**config.mk**
```make
export PLATFORM = sky130hd
export DESIGN_NAME = m_seq_code_gen_flat
export DESIGN_NICKNAME = d
export VERILOG_FILES = /design/src/rtl/m_seq_code_gen_if.sv /design/src/rtl/m_seq_code_gen.sv /design/src/flat_wrapper.sv
export SDC_FILE = /design/constraint.sdc
export NUM_CORES = 1
export LEC_CHECK = 0
export CORE_ASPECT_RATIO = 1.25
export CORE_MARGIN = 2
export CORE_UTILIZATION = 25
export CTS_CLUSTER_SIZE = 24
export DETAILED_ROUTE_END_ITERATION = 8
export HOLD_SLACK_MARGIN = 0.08
export PLACE_DENSITY_LB_ADDON = 0.2
export SLEW_MARGIN = 15
export SYNTH_ARGS = -nofsm -noshare
export SYNTH_HDL_FRONTEND = slang
export SYNTH_SLANG_ARGS = --single-unit
export TNS_END_PERCENT = 20
```
**constraint.sdc**
```tcl
create_clock -name clk -period 3.9 [get_ports clk]
set_clock_uncertainty 0.2 [all_clocks]
set_input_delay 0.585 -clock clk [delete_from_list [all_inputs] [get_ports clk]]
set_output_delay 0.585 -clock clk [all_outputs]
set_load 0.005 [all_outputs]
```
**src/rtl/m_seq_code_gen_if.sv**
```systemverilog
// ---------------------------------------------------------------------------
// m_seq_code_gen_if
//   Control and code-output bundle of the m-sequence baseband source.
//   master : the controller / bench side (drives en, sync_clr, diff_en)
//   slave  : the generator side (drives the code bit and the two strobes)
// Signals
//   en              run enable; low freezes divider, LFSR and code output
//   sync_clr        synchronous restart, wins over en
//   diff_en         1 = differential (relative-phase) code, 0 = absolute
//   m_ser_code_out  registered serial code bit to the PSK modulator
//   bit_stb         one-cycle pulse in the first cycle of each new code bit
//   frame_stb       one-cycle pulse with bit_stb when the LFSR returns to SEED
// ---------------------------------------------------------------------------
interface m_seq_code_gen_if;
  logic en;
  logic sync_clr;
  logic diff_en;
  logic m_ser_code_out;
  logic bit_stb;
  logic frame_stb;

  modport master (
    output en,
    output sync_clr,
    output diff_en,
    input  m_ser_code_out,
    input  bit_stb,
    input  frame_stb
  );

  modport slave (
    input  en,
    input  sync_clr,
    input  diff_en,
    output m_ser_code_out,
    output bit_stb,
    output frame_stb
  );
endinterface

```
**src/rtl/m_seq_code_gen.sv**
```systemverilog
// ---------------------------------------------------------------------------
// m_seq_code_gen
//   Baseband source for the 2PSK modulator. A Fibonacci LFSR produces a
//   maximal-length PN sequence, one bit every CLK_DIV clocks, optionally
//   differentially encoded for 2DPSK.
// Parameters
//   CLK_DIV  clk cycles per code bit (>= 2)
//   LFSR_W   LFSR length; sequence period is 2^LFSR_W - 1
//   TAPS     feedback mask, bit i set -> state[i] enters the XOR
//   SEED     non-zero start state, loaded on reset and sync_clr
// Ports
//   clk    in  rising-edge system clock
//   rst_n  in  asynchronous active-low reset
//   bus    slave modport of m_seq_code_gen_if (en, sync_clr, diff_en in;
//          m_ser_code_out, bit_stb, frame_stb out)
// ---------------------------------------------------------------------------
module m_seq_code_gen #(
  parameter int unsigned        CLK_DIV = 1000,
  parameter int unsigned        LFSR_W  = 7,
  parameter logic [LFSR_W-1:0]  TAPS    = 7'b1100000,
  parameter logic [LFSR_W-1:0]  SEED    = 7'h01
) (
  input  logic             clk,
  input  logic             rst_n,
  m_seq_code_gen_if.slave  bus
);

  localparam int unsigned     DIV_W    = $clog2(CLK_DIV);
  localparam logic [DIV_W-1:0] DIV_LAST = DIV_W'(CLK_DIV - 1);

  // Feedback bit: parity of the tapped state bits.
  function automatic logic f_feedback(input logic [LFSR_W-1:0] state);
    return ^(state & TAPS);
  endfunction

  // Next LFSR state; the all-zero state would lock the register, so it is
  // steered back onto SEED instead of shifting.
  function automatic logic [LFSR_W-1:0] f_next_state(input logic [LFSR_W-1:0] state);
    if (state == '0) begin
      return SEED;
    end
    return {state[LFSR_W-2:0], f_feedback(state)};
  endfunction

  logic [DIV_W-1:0]  r_div_cnt;
  logic [LFSR_W-1:0] r_state;
  logic              r_code;
  logic              r_bit_stb;
  logic              r_frame_stb;

  logic              w_wrap;
  logic              w_lock;
  logic              w_raw_bit;
  logic [LFSR_W-1:0] w_next_state;
  logic              w_frame;

  always_comb begin
    w_wrap       = bus.en && (r_div_cnt == DIV_LAST);
    w_lock       = (r_state == '0);
    w_next_state = f_next_state(r_state);
    // The recovered-from-lockup bit is forced to 0 and never flags a frame,
    // even though the state lands on SEED.
    w_raw_bit    = w_lock ? 1'b0 : f_feedback(r_state);
    w_frame      = !w_lock && (w_next_state == SEED);
  end

  // ---- bit-update stage: divider, LFSR, encoder and strobes share one edge ----
  always_ff @(posedge clk or negedge rst_n) begin
    if (!rst_n) begin
      r_div_cnt   <= '0;
      r_state     <= SEED;
      r_code      <= 1'b0;
      r_bit_stb   <= 1'b0;
      r_frame_stb <= 1'b0;
    end else if (bus.sync_clr) begin
      r_div_cnt   <= '0;
      r_state     <= SEED;
      r_code      <= 1'b0;
      r_bit_stb   <= 1'b0;
      r_frame_stb <= 1'b0;
    end else begin
      // w_wrap already includes en, so strobes are 0 while frozen.
      r_bit_stb   <= w_wrap;
      r_frame_stb <= w_wrap && w_frame;
      if (bus.en) begin
        r_div_cnt <= w_wrap ? '0 : r_div_cnt + DIV_W'(1);
      end
      if (w_wrap) begin
        r_state <= w_next_state;
        // diff_en is only looked at here, so a change applies to the next bit.
        r_code  <= bus.diff_en ? (r_code ^ w_raw_bit) : w_raw_bit;
      end
    end
  end

  assign bus.m_ser_code_out = r_code;
  assign bus.bit_stb        = r_bit_stb;
  assign bus.frame_stb      = r_frame_stb;

endmodule

```
**src/flat_wrapper.sv**
```systemverilog
// flat-port wrapper written by rule: the top's interface ports become plain ports
module m_seq_code_gen_flat 
#(
  parameter int unsigned        CLK_DIV = 1000,
  parameter int unsigned        LFSR_W  = 7,
  parameter logic [LFSR_W-1:0]  TAPS    = 7'b1100000,
  parameter logic [LFSR_W-1:0]  SEED    = 7'h01
)
  (clk, rst_n, bus_en, bus_sync_clr, bus_diff_en, bus_m_ser_code_out, bus_bit_stb, bus_frame_stb);
  m_seq_code_gen_if bus_i ();
  input  logic clk;
  input  logic rst_n;
  input wire logic [$bits(bus_i.en)-1:0] bus_en;
  input wire logic [$bits(bus_i.sync_clr)-1:0] bus_sync_clr;
  input wire logic [$bits(bus_i.diff_en)-1:0] bus_diff_en;
  output wire logic [$bits(bus_i.m_ser_code_out)-1:0] bus_m_ser_code_out;
  output wire logic [$bits(bus_i.bit_stb)-1:0] bus_bit_stb;
  output wire logic [$bits(bus_i.frame_stb)-1:0] bus_frame_stb;
  assign bus_i.en = bus_en;
  assign bus_i.sync_clr = bus_sync_clr;
  assign bus_i.diff_en = bus_diff_en;
  assign bus_m_ser_code_out = bus_i.m_ser_code_out;
  assign bus_bit_stb = bus_i.bit_stb;
  assign bus_frame_stb = bus_i.frame_stb;
  m_seq_code_gen #(.CLK_DIV(CLK_DIV), .LFSR_W(LFSR_W), .TAPS(TAPS), .SEED(SEED)) u_core (.clk(clk), .rst_n(rst_n), .bus(bus_i));
endmodule
```
# Word-level counts from Yosys, hierarchy flattened
# Cells that the tools add are included.
[totals]
register_bits = 20
latch_bits = 0
mem_bits_rw = 0
mem_bits_ro = 0
in_bits = 5
output_inout_bits = 3
mem_count = 0
[classes]
n_addsub = 1
n_mul = 0
n_div = 0
n_lt_le_gt_ge = 0
n_eq_ne = 2
shifts = 0
muxes = 14
bitwise_logic = 1
reduce_logical = 8
[ops]
columns = ["op", "n"]
rows = [
  ["$mux W10", 3],
  ["$mux W7", 4],
  ["$add A10 B1 Y10 const B", 1],
  ["$eq A10 B10 Y1 const B", 1],
  ["$eq A7 B1 Y1 const B", 1],
  ["$logic_not A7 Y1", 1],
  ["$mux W1", 7],
  ["$reduce_xor A7 Y1", 1],
  ["$reduce_bool A2 Y1", 2],
  ["$logic_and A1 B1 Y1", 3],
  ["$logic_not A1 Y1", 1],
  ["$xor A1 B1 Y1", 1],
]

# Depth between registers and ports, before layout
# Gate-level depths: netlist (run 1).
[depth]
depth_word = 7
mapped_depth = 6
mapped_depth_nobuf = 5

# Worst setup path before layout (run 1)
# Ideal clock, no wire load.
[synth_timing]
path_type = "input port to flip-flop"
startpoint = "input bus_en"
endpoint = "register u_core.r_state[0]"
arrival_time_ns = 1.390
t_required_ns = 3.618
setup_slack_ns = 2.228
cell_stages = 6
n_path_buf = 2
cell_sequence = "buf_6 > and3_4 > nand4_1 > buf_6 > nor3b_2 > o21bai_1"
[synth_between]
elab_chain_cells = 2
[synth_lines]
columns = ["element", "line_no", "rtl"]
rows = [
  ["start, declared", "flat_wrapper.sv:13", "input wire logic [$bits(bus_i.en)-1:0] bus_en;"],
  ["$logic_and A1 B1 Y1", "m_seq_code_gen.sv:58", "w_wrap = bus.en && (r_div_cnt == DIV_LAST);"],
  ["$reduce_bool A2 Y1 (no source line)", "n/a", ""],
  ["end signal, assigned", "m_seq_code_gen.sv:89", "r_state <= w_next_state;"],
  ["end, declared", "m_seq_code_gen.sv:46", "logic [LFSR_W-1:0] r_state;"],
]
# No other way between the ends.
# A chain may end at the register's enable or synchronous reset.

# Worst setup path after layout (run 1)
[layout_timing]
startpoint = "input bus_en"
endpoint = "register u_core.r_code (netlist: u_core.bus.m_ser_code_out)"
[layout_between]
elab_chain_cells = 2
[layout_lines]
columns = ["element", "line_no", "rtl"]
rows = [
  ["$logic_and A1 B1 Y1", "m_seq_code_gen.sv:58", ""],
  ["$reduce_bool A2 Y1 (no source line)", "n/a", ""],
  ["end signal, assigned", "m_seq_code_gen.sv:91", "r_code <= bus.diff_en ? (r_code ^ w_raw_bit) : w_raw_bit;"],
  ["end, declared", "m_seq_code_gen.sv:47", "logic r_code;"],
]
# No other way between the ends.

==> flow_summary.toml, run 1 <==
[floorplan]
dieArea_um2 = 4580
start_util = 0.263
coreArea_um2 = 3850
ios = 8
die_w_um = 60.9
die_height_um = 75.1
num_rows = 25

[drt]
drc_errors = 0
wl_per_cell_um = 12.3
num_vias = 732
ant_nets = 0
drt_first_iter_violations = 7
vias_per_cell = 4.63
wl_um = 1940
drt_pass1_iterations = 4

[clock_network]
cts_buffer_depth = 2
root_buffer = "clkbuf_8"
ctsResizeCount = 0
cts_max_level = 1
cts_tree = "done"
numCtsBuffers = 3
path_clk_slew_ps = 70
post-cts-setup-buffers = 0
clock-sinks = 20
clock_latency_ps = 260
hold_buffers = 0

[worst_setup_path]
r2r_start = "u_core.r_div_cnt[0]"
crit_start = "bus_en"
endpoint_kind = "flop"
critPathRequiredTime_ps = 3830
startpoint_type = "input pin"
worst-setup-path-type = "in -> reg"
worst-path-max-fanout = 12
worstPathArrival_ps = 2270

[hold_path]
hold_start = "u_core.r_div_cnt[8]"
min_path_type = "reg -> reg"

[placement]
numPortBuffers = 7
dp_hpwl_um = 1340
gp_congestion = 0.795
placed_cells = 154

[logic_synthesis]
syn_area_um2 = 1010
synth_common_cells = "19 x dfrtp_1, 16 x nand2_1, 6 x a21oi_1, 6 x nor2_1"
async_reset_ff_frac = 1.00
seq_area_frac_synth = 0.496
synth_nets = 103
ys_ff_latch = 20
post-synth-top-count-cell = "dfrtp_1"
syn_inst = 97
synthDistinctLibCells = 32
synth_area_leaders = "dfrtp_1 47%, nand2_1 5.9%, buf_6 4.4%"
synth_top_area_share = 0.470
synth_area_leader_cell = "dfrtp_1"
synth_edf_count = 0
ys.flop_type = "dfrtp_1"
yosysWarnings = 0
avgSynthCellArea_um2 = 10.4

[global_route]
grt_pass1_vias = 757
grt_overflow_total = 0
grt_first_pass_wirelength_um = 3460
antenna_found_initial = 0
grt_max_degree = 23
grtUsageTotal = 0.103

[timing]
timing.slew.headroom = 0.402
final.min_clock_period_ps = 2330
rsz0062_at_grt = "false"
setup_viol = 0
fin_crit_sh = 0.598
slew_viol_final = 0
fmax_mhz = 429
worst-slew-pin-transition_ps = 894
timing.final.hold_violations = 0
setup_tns_ps = 0

[final_layout]
nNetsFinal = 111
fin_cells = 158
num_antenna_cells = 0
fin_util = 0.300
syn2layout_area_growth_pct = 14.0
drive_above_1_share = 0.163

[outcome]
status = "complete, no violations"

[power]
leakage_nw = 0.475
fin_total_pwr_mw = 0.371
power_density_nw_per_um2 = 321
irDropWorstVdd_mv = 0.142

[job]
drv_cap = 0
## state kept, by name, summed over array words and instances (netlist names)
register                   cells
u_core.bus.bit_stb             1
u_core.r_div_cnt              10
u_core.bus.m_ser_code_out      1
u_core.bus.frame_stb           1
u_core.r_state                 7
## layer usage
layer  global-route usage  up-vias  wire (um)
met3               0.0103        5         44
met2                0.176       12        960
met5                    0        -          0
met1                0.123      359        876
li1                     -      356          -
met4               0.0652        0         57
## kinds of logic (layout without fill, tap and decap cells)
kind of cell | count (synthesis) | in the layout | share of synthesized area
flops | 20 | 20 | 0.496
buf+inv | 5 | 12 | 0.0482
compound gates | 18 | 18 | 0.131
simple gates | 46 | 46 | 0.252
fa+ha+maj | 1 | 1 | 0.0124
xor+xnor | 7 | 7 | 0.0606
## worst max-delay path, stage by stage
cell and delay (ps):
clkdlybuf4s50_1 630, and3_4 250, nand4_1 410, o21ai_0 300, a21oi_1 90
## worst paths after layout
path / end / slack [ps] / depth (start not counted)
worst min-delay path: u_core.r_div_cnt[8] / 310 / 1
worst min register to register: u_core.r_div_cnt[8] / 310 / 1
worst max register to register: u_core.bus.m_ser_code_out / 1890 / 5
worst max-delay path: u_core.bus.m_ser_code_out / 1570 / 5
max in group asynchronous: u_core.r_div_cnt[2] / 2330 / 1
min in group asynchronous: u_core.r_div_cnt[1] / 630 / 1
## report_power, final
part / internal, mW / switching, mW
clock: 0.0728 / 0.0685
sequential: 0.209 / 0.00192
combinational: 0.00707 / 0.0115
total: 0.289 / 0.0819
## stage by stage
step	hold WS [ps]	cell area, um2	setup WS [ps]
after floorplan	89.4	1010	2230
after global placement	288	1110	1310
after detailed placement	301	1110	1290
after CTS	316	1150	1560
after global routing	342	1150	1340
final	306	1150	1570
## layout make-up
type,count,area [um2]
fillers,407,2690
clock buffers,4,45.0
repair buffers,8,77.6
multi-input cells,72,462
well taps,54,67.6
flip-flops and latches,20,502
## cell usage in the layout, fill, tap and decap left out, types with 2 or more instances in the layout
master	n
a21oi_2	5
nand2_1	16
nor2_1	6
dfrtp_1	19
clkdlybuf4s50_1	7
xor2_1	4
xnor2_1	3
and4_4	2
nand2b_1	2
nor3_1	5
nand4_1	4
a21oi_1	6
nand3_1	2
clkbuf_8	3
No activity file was read; power rests on OpenSTA's default activity.
==> run 2: changes to the inputs <==
==> constraint.sdc (replaced) <==
create_clock -name clk -period 2.3 [get_ports clk]
set_clock_uncertainty 0.2 [all_clocks]
set_input_delay 0.345 -clock clk [delete_from_list [all_inputs] [get_ports clk]]
set_output_delay 0.345 -clock clk [all_outputs]
set_load 0.005 [all_outputs]
==> run 2 against run 1 <==
  * Highest routed layer unchanged
  * Clock power increased to 2.5 times the previous value
  * Combinational power increased by 75%
  * Sequential cell count unchanged
  * Critical path depth increased by 1
  * Utilization increased by 1.1 points
  * Sequential share of layout area decreased by 1.5 points
  * Cell count increased by 1.3%
  * Critical endpoint is now u_core.bus.frame_stb
  * Cell area increased by 3.6%
  * Non-clock buffer count increased by 2
==> flow_summary.toml, run 2 (synthesis results as in run 1) <==
[drt]
wl_per_cell_um = 12.8
wl_um = 2040
ant_nets = 0
vias_per_cell = 4.54
drc_errors = 0
drt_pass1_iterations = 4
num_vias = 727
drt_first_iter_violations = 18

[timing]
rsz0062_at_grt = "false"
setup_ws_ps = 489
timing.final.hold_violations = 0
slew_viol_final = 0
fin_crit_sh = 0.787
setup_viol = 0
timing.slew.headroom = 0.788
final.min_clock_period_ps = 1810
fmax_mhz = 552
setup_tns_ps = 0
worst-slew-pin-transition_ps = 317

[floorplan]
coreArea_um2 = 3850
num_rows = 25
ios = 8
die_w_um = 60.9
dieArea_um2 = 4580
start_util = 0.263
die_height_um = 75.1

[power]
power_density_nw_per_um2 = 623
leakage_nw = 0.497
irDropWorstVdd_mv = 0.284

[clock_network]
cts_max_level = 1
hold_buffers = 0
path_clk_slew_ps = 80
cts_tree = "done"
root_buffer = "clkbuf_8"
post-cts-setup-buffers = 0
cts_buffer_depth = 2
numCtsBuffers = 3
clock_latency_ps = 260
clock-sinks = 20
ctsResizeCount = 0

[placement]
dp_hpwl_um = 1430
gp_congestion = 0.794
numPortBuffers = 7
pre_cts_slack_ps = 215
placed_cells = 156

[global_route]
antenna_found_initial = 0
grt_pass1_vias = 703
grt_max_degree = 21
grt_overflow_total = 0
grtUsageTotal = 0.105
grt_first_pass_wirelength_um = 3440

[final_layout]
num_antenna_cells = 0
fin_cells = 160
nNetsFinal = 113
largest_reg_flops = 10
drive_above_1_share = 0.189
syn2layout_area_growth_pct = 18.0
layout_commonest_cell = "dfrtp_1"
top_register = "u_core.r_div_cnt"
final_cell_mix = "19 x dfrtp_1, 16 x nand2_1, 7 x clkdlybuf4s50_1, 6 x nor2_1, 6 x a21oi_1"
biggestRegsByFlops = "u_core.r_div_cnt (10), u_core.r_state (7)"
layout.filler_cells = 407

[job]
drv_cap = 0

[worst_setup_path]
critPathRequiredTime_ps = 2300
worstPathArrival_ps = 1810
worst-path-max-fanout = 12
startpoint_type = "input pin"
endpoint_kind = "flop"
worstRegToRegCells = 6
worst-setup-path-type = "in -> reg"

[hold_path]
min_path_type = "in -> async"

[outcome]
status = "complete, no violations"
==> run 2: changes by cell type in the layout (fill, tap and decap cells not counted), sizes merged <==
| cell | previous run | this run |
|---|---|---|
| buf | 1 | 3 |
| bufinv | 0 | 1 |
| clkbuf | 4 | 3 |
==> run 2: worst max-delay path: stages <==
cell and delay [ps]:
clkdlybuf4s50_1 640, and3_4 250, nand4_1 80, buf_4 190
nor2_1 130, and3_1 170
==> run 2: report_power, final <==
group	switching [mW]	internal [mW]	total, mW
Clock	0.122	0.232	0.354
Sequential	0.00324	0.354	0.357
Combinational	0.0196	0.0130	0.0326
==> run 2: worst paths after layout <==
| path | startpoint | to | slack, ps |
|---|---|---|---|
| worst max-delay path | bus_en | u_core.bus.frame_stb | 490 |
| worst min-delay path | rst_n | u_core.r_div_cnt[4] | 220 |
| worst max register to register | u_core.r_div_cnt[0] | u_core.bus.frame_stb | 580 |
| worst min register to register | u_core.r_div_cnt[8] | u_core.r_div_cnt[8] | 310 |
| max in group asynchronous | rst_n | u_core.r_state[0] | 1410 |
| min in group clk | u_core.r_div_cnt[8] | u_core.r_div_cnt[8] | 310 |
==> run 2: stage by stage <==
step	total power [mW]	utilization	hold slack [ps]	area (um2)
2_1_floorplan	0.380	-	-151	1010
3_3_place_gp	0.397	0.292	307	1120
3_5_place_dp	0.398	0.292	296	1120
4_1_cts	0.755	0.311	227	1190
5_1_grt	0.778	0.311	253	1190
6_report	0.744	0.311	224	1190
==> run 2: area by class of cell <==
cell class / count / area, um2 / share of cell area
tap: 54 / 67.6 / 0.0565
clock buffer: 3 / 41.3 / 0.0346
timing repair buffer: 10 / 92.6 / 0.0775
clock inverter: 1 / 30.0 / 0.0251
multi-input combinational: 72 / 462 / 0.386
sequential: 20 / 502 / 0.420
==> run 2: per-layer routing <==
layer | wire length [um] | track usage | up-vias
met5 | 0 | 0 | -
met4 | 34 | 0.0676 | 0
met3 | 30 | 0.0189 | 2
met2 | 1000 | 0.159 | 5
met1 | 975 | 0.135 | 361
li1 | - | - | 359
==> run 3: changes to the inputs <==
==> constraint.sdc (replaced) <==
create_clock -name clk -period 1.6 [get_ports clk]
set_clock_uncertainty 0.2 [all_clocks]
set_input_delay 0.24 -clock clk [delete_from_list [all_inputs] [get_ports clk]]
set_output_delay 0.24 -clock clk [all_outputs]
set_load 0.005 [all_outputs]
==> run 3 against run 2 <==
  * The flow now finishes with violations (setup timing)
  * Cell area grew 11%
  * Utilization is 3.3 points higher
  * Clock-buffer cell count up 1
  * Non-clock buffer count grew 17
  * Worst hold slack worse by 110 ps
  * Critical path depth did not move
  * Critical path type is now reg -> reg
==> flow_summary.toml, run 3 (synthesis results as in run 1) <==
[outcome]
status = "finished, violations left"
violations = "setup timing"

[drt]
wl_per_cell_um = 12.5
num_vias = 798
wl_um = 2210
drt_first_iter_violations = 22
drt_pass1_iterations = 3
vias_per_cell = 4.51
ant_nets = 0
drc_errors = 0

[power]
p_int_mw = 0.715
pwr-share-seq = 0.556
power_density_nw_per_um2 = 695
p_clk_frac = 0.376
irDropWorstVdd_mv = 0.295
leakage_nw = 0.589
combPwrFrac = 0.068
p_switching_mw = 0.205
switching_share = 0.223

[global_route]
grt_max_degree = 21
grt_overflow_total = 0
antenna_found_initial = 0
grtUsageTotal = 0.113
grt_first_pass_wirelength_um = 3830
grt_pass1_vias = 837

[floorplan]
dieArea_um2 = 4580
ios = 8
coreArea_um2 = 3850
die_w_um = 60.9
num_rows = 25
start_util = 0.263
die_height_um = 75.1

[final_layout]
final_area_um2 = 1320
final_cell_mix = "19 x dfrtp_1, 18 x buf_4, 16 x nand2_1, 6 x a21oi_2, 6 x clkdlybuf4s50_1"
nNetsFinal = 130
num_antenna_cells = 0
fin_util = 0.344
biggestRegsByFlops = "u_core.r_div_cnt (10), u_core.r_state (7)"
syn2layout_area_growth_pct = 30.7
top_register = "u_core.r_div_cnt"
drive_above_1_share = 0.333
largest_reg_flops = 10
layout_commonest_cell = "dfrtp_1"
layout.filler_cells = 419

[worst_setup_path]
startpoint_type = "flop"
worst-path-max-fanout = 6
endpoint_kind = "flop"
worst-setup-path-type = "reg -> reg"
critPathRequiredTime_ps = 1580
worstPathArrival_ps = 1590

[timing]
timing.final.hold_violations = 0
fmax_mhz = 623
timing.slew.headroom = 0.821
worst-slew-pin-transition_ps = 268
slew_viol_final = 0
rsz0062_at_grt = "true"
final.min_clock_period_ps = 1610
fin_crit_sh = 1.00
setup_viol = 3
setup_ws_ps = -5.07

[clock_network]
cts_tree = "done"
cts_max_level = 1
cts_buffer_depth = 2
numCtsBuffers = 3
path_clk_slew_ps = 80
clock_latency_ps = 260
clock-sinks = 20
root_buffer = "clkbuf_8"
hold_buffers = 0

[hold_path]
min_path_type = "in -> async"

[placement]
numPortBuffers = 7
gp_congestion = 0.769
placed_cell_area_um2 = 1240
dp_hpwl_um = 1550

[job]
drv_cap = 0
[run 3: final cells by class]
type / count / area [um2] / area share
well taps: 54 / 67.6 / 0.0511
repair buffers: 27 / 224 / 0.169
multi-input cells: 72 / 484 / 0.366
flip-flops and latches: 20 / 502 / 0.379
clock buffers: 4 / 45.0 / 0.0341
[run 3: power by group through the flow]
stage / sequential, mW / clock [mW] / combinational (mW)
6_report: 0.511 / 0.346 / 0.0623
5_1_grt: 0.511 / 0.380 / 0.0703
4_1_cts: 0.511 / 0.363 / 0.0629
3_5_place_dp: 0.521 / 0 / 0.0622
3_3_place_gp: 0.521 / 0 / 0.0616
2_1_floorplan: 0.522 / 0 / 0.0236
[run 3: path summary, 6_finish.rpt]
| check | from | to | slack (ps) | cells past startpoint |
|---|---|---|---|---|
| min | rst_n | u_core.r_div_cnt[1] | 120 | 2 |
| min in group clk | u_core.r_div_cnt[8] | u_core.r_div_cnt[8] | 300 | 1 |
| min reg2reg | u_core.r_div_cnt[8] | u_core.r_div_cnt[8] | 300 | 1 |
| max reg2reg | u_core.r_div_cnt[1] | u_core.r_state[0] | -5 | 6 |
| max in group asynchronous | rst_n | u_core.r_state[0] | 810 | 2 |
| max | u_core.r_div_cnt[1] | u_core.r_state[0] | -5 | 6 |
[run 3: routing by layer]
metal  global-route usage  vias up  share of wire
met5                    0        -              0
met2                0.186        5           0.50
li1                     -      392              -
met4               0.0507        0         0.0086
met1                0.144      399           0.48
met3               0.0155        2          0.010
[run 3: critical path, cell delays in order, from the launching register on]
cell and delay, ps:
dfrtp_1 360, ha_2 180, and3_4 200, nand4_1 160
buf_6 200, nor3b_2 160, o21bai_1 80
[run 3: what timing repair did]
action	in CTS	in global routing
buffers inserted	0	1
resized for setup	3	6
hold endpoints to repair	0	0
pin swaps	0	6
cloned	0	1
setup endpoints to repair	5	14
[run 3: through the flow]
step                      total power [mW]  worst slack (ps)  hold WS (ps)  TNS [ps]  std cells
after floorplan                      0.546              29.0          -256         0         97
after global placement               0.582              -179           279     -2120        171
after detailed placement             0.583              -228           281     -2470        171
after CTS                            0.937             -10.3           117     -11.4        175
after global routing                 0.962              -111           156     -1130        177
final                                0.919             -5.07           116     -11.3        177
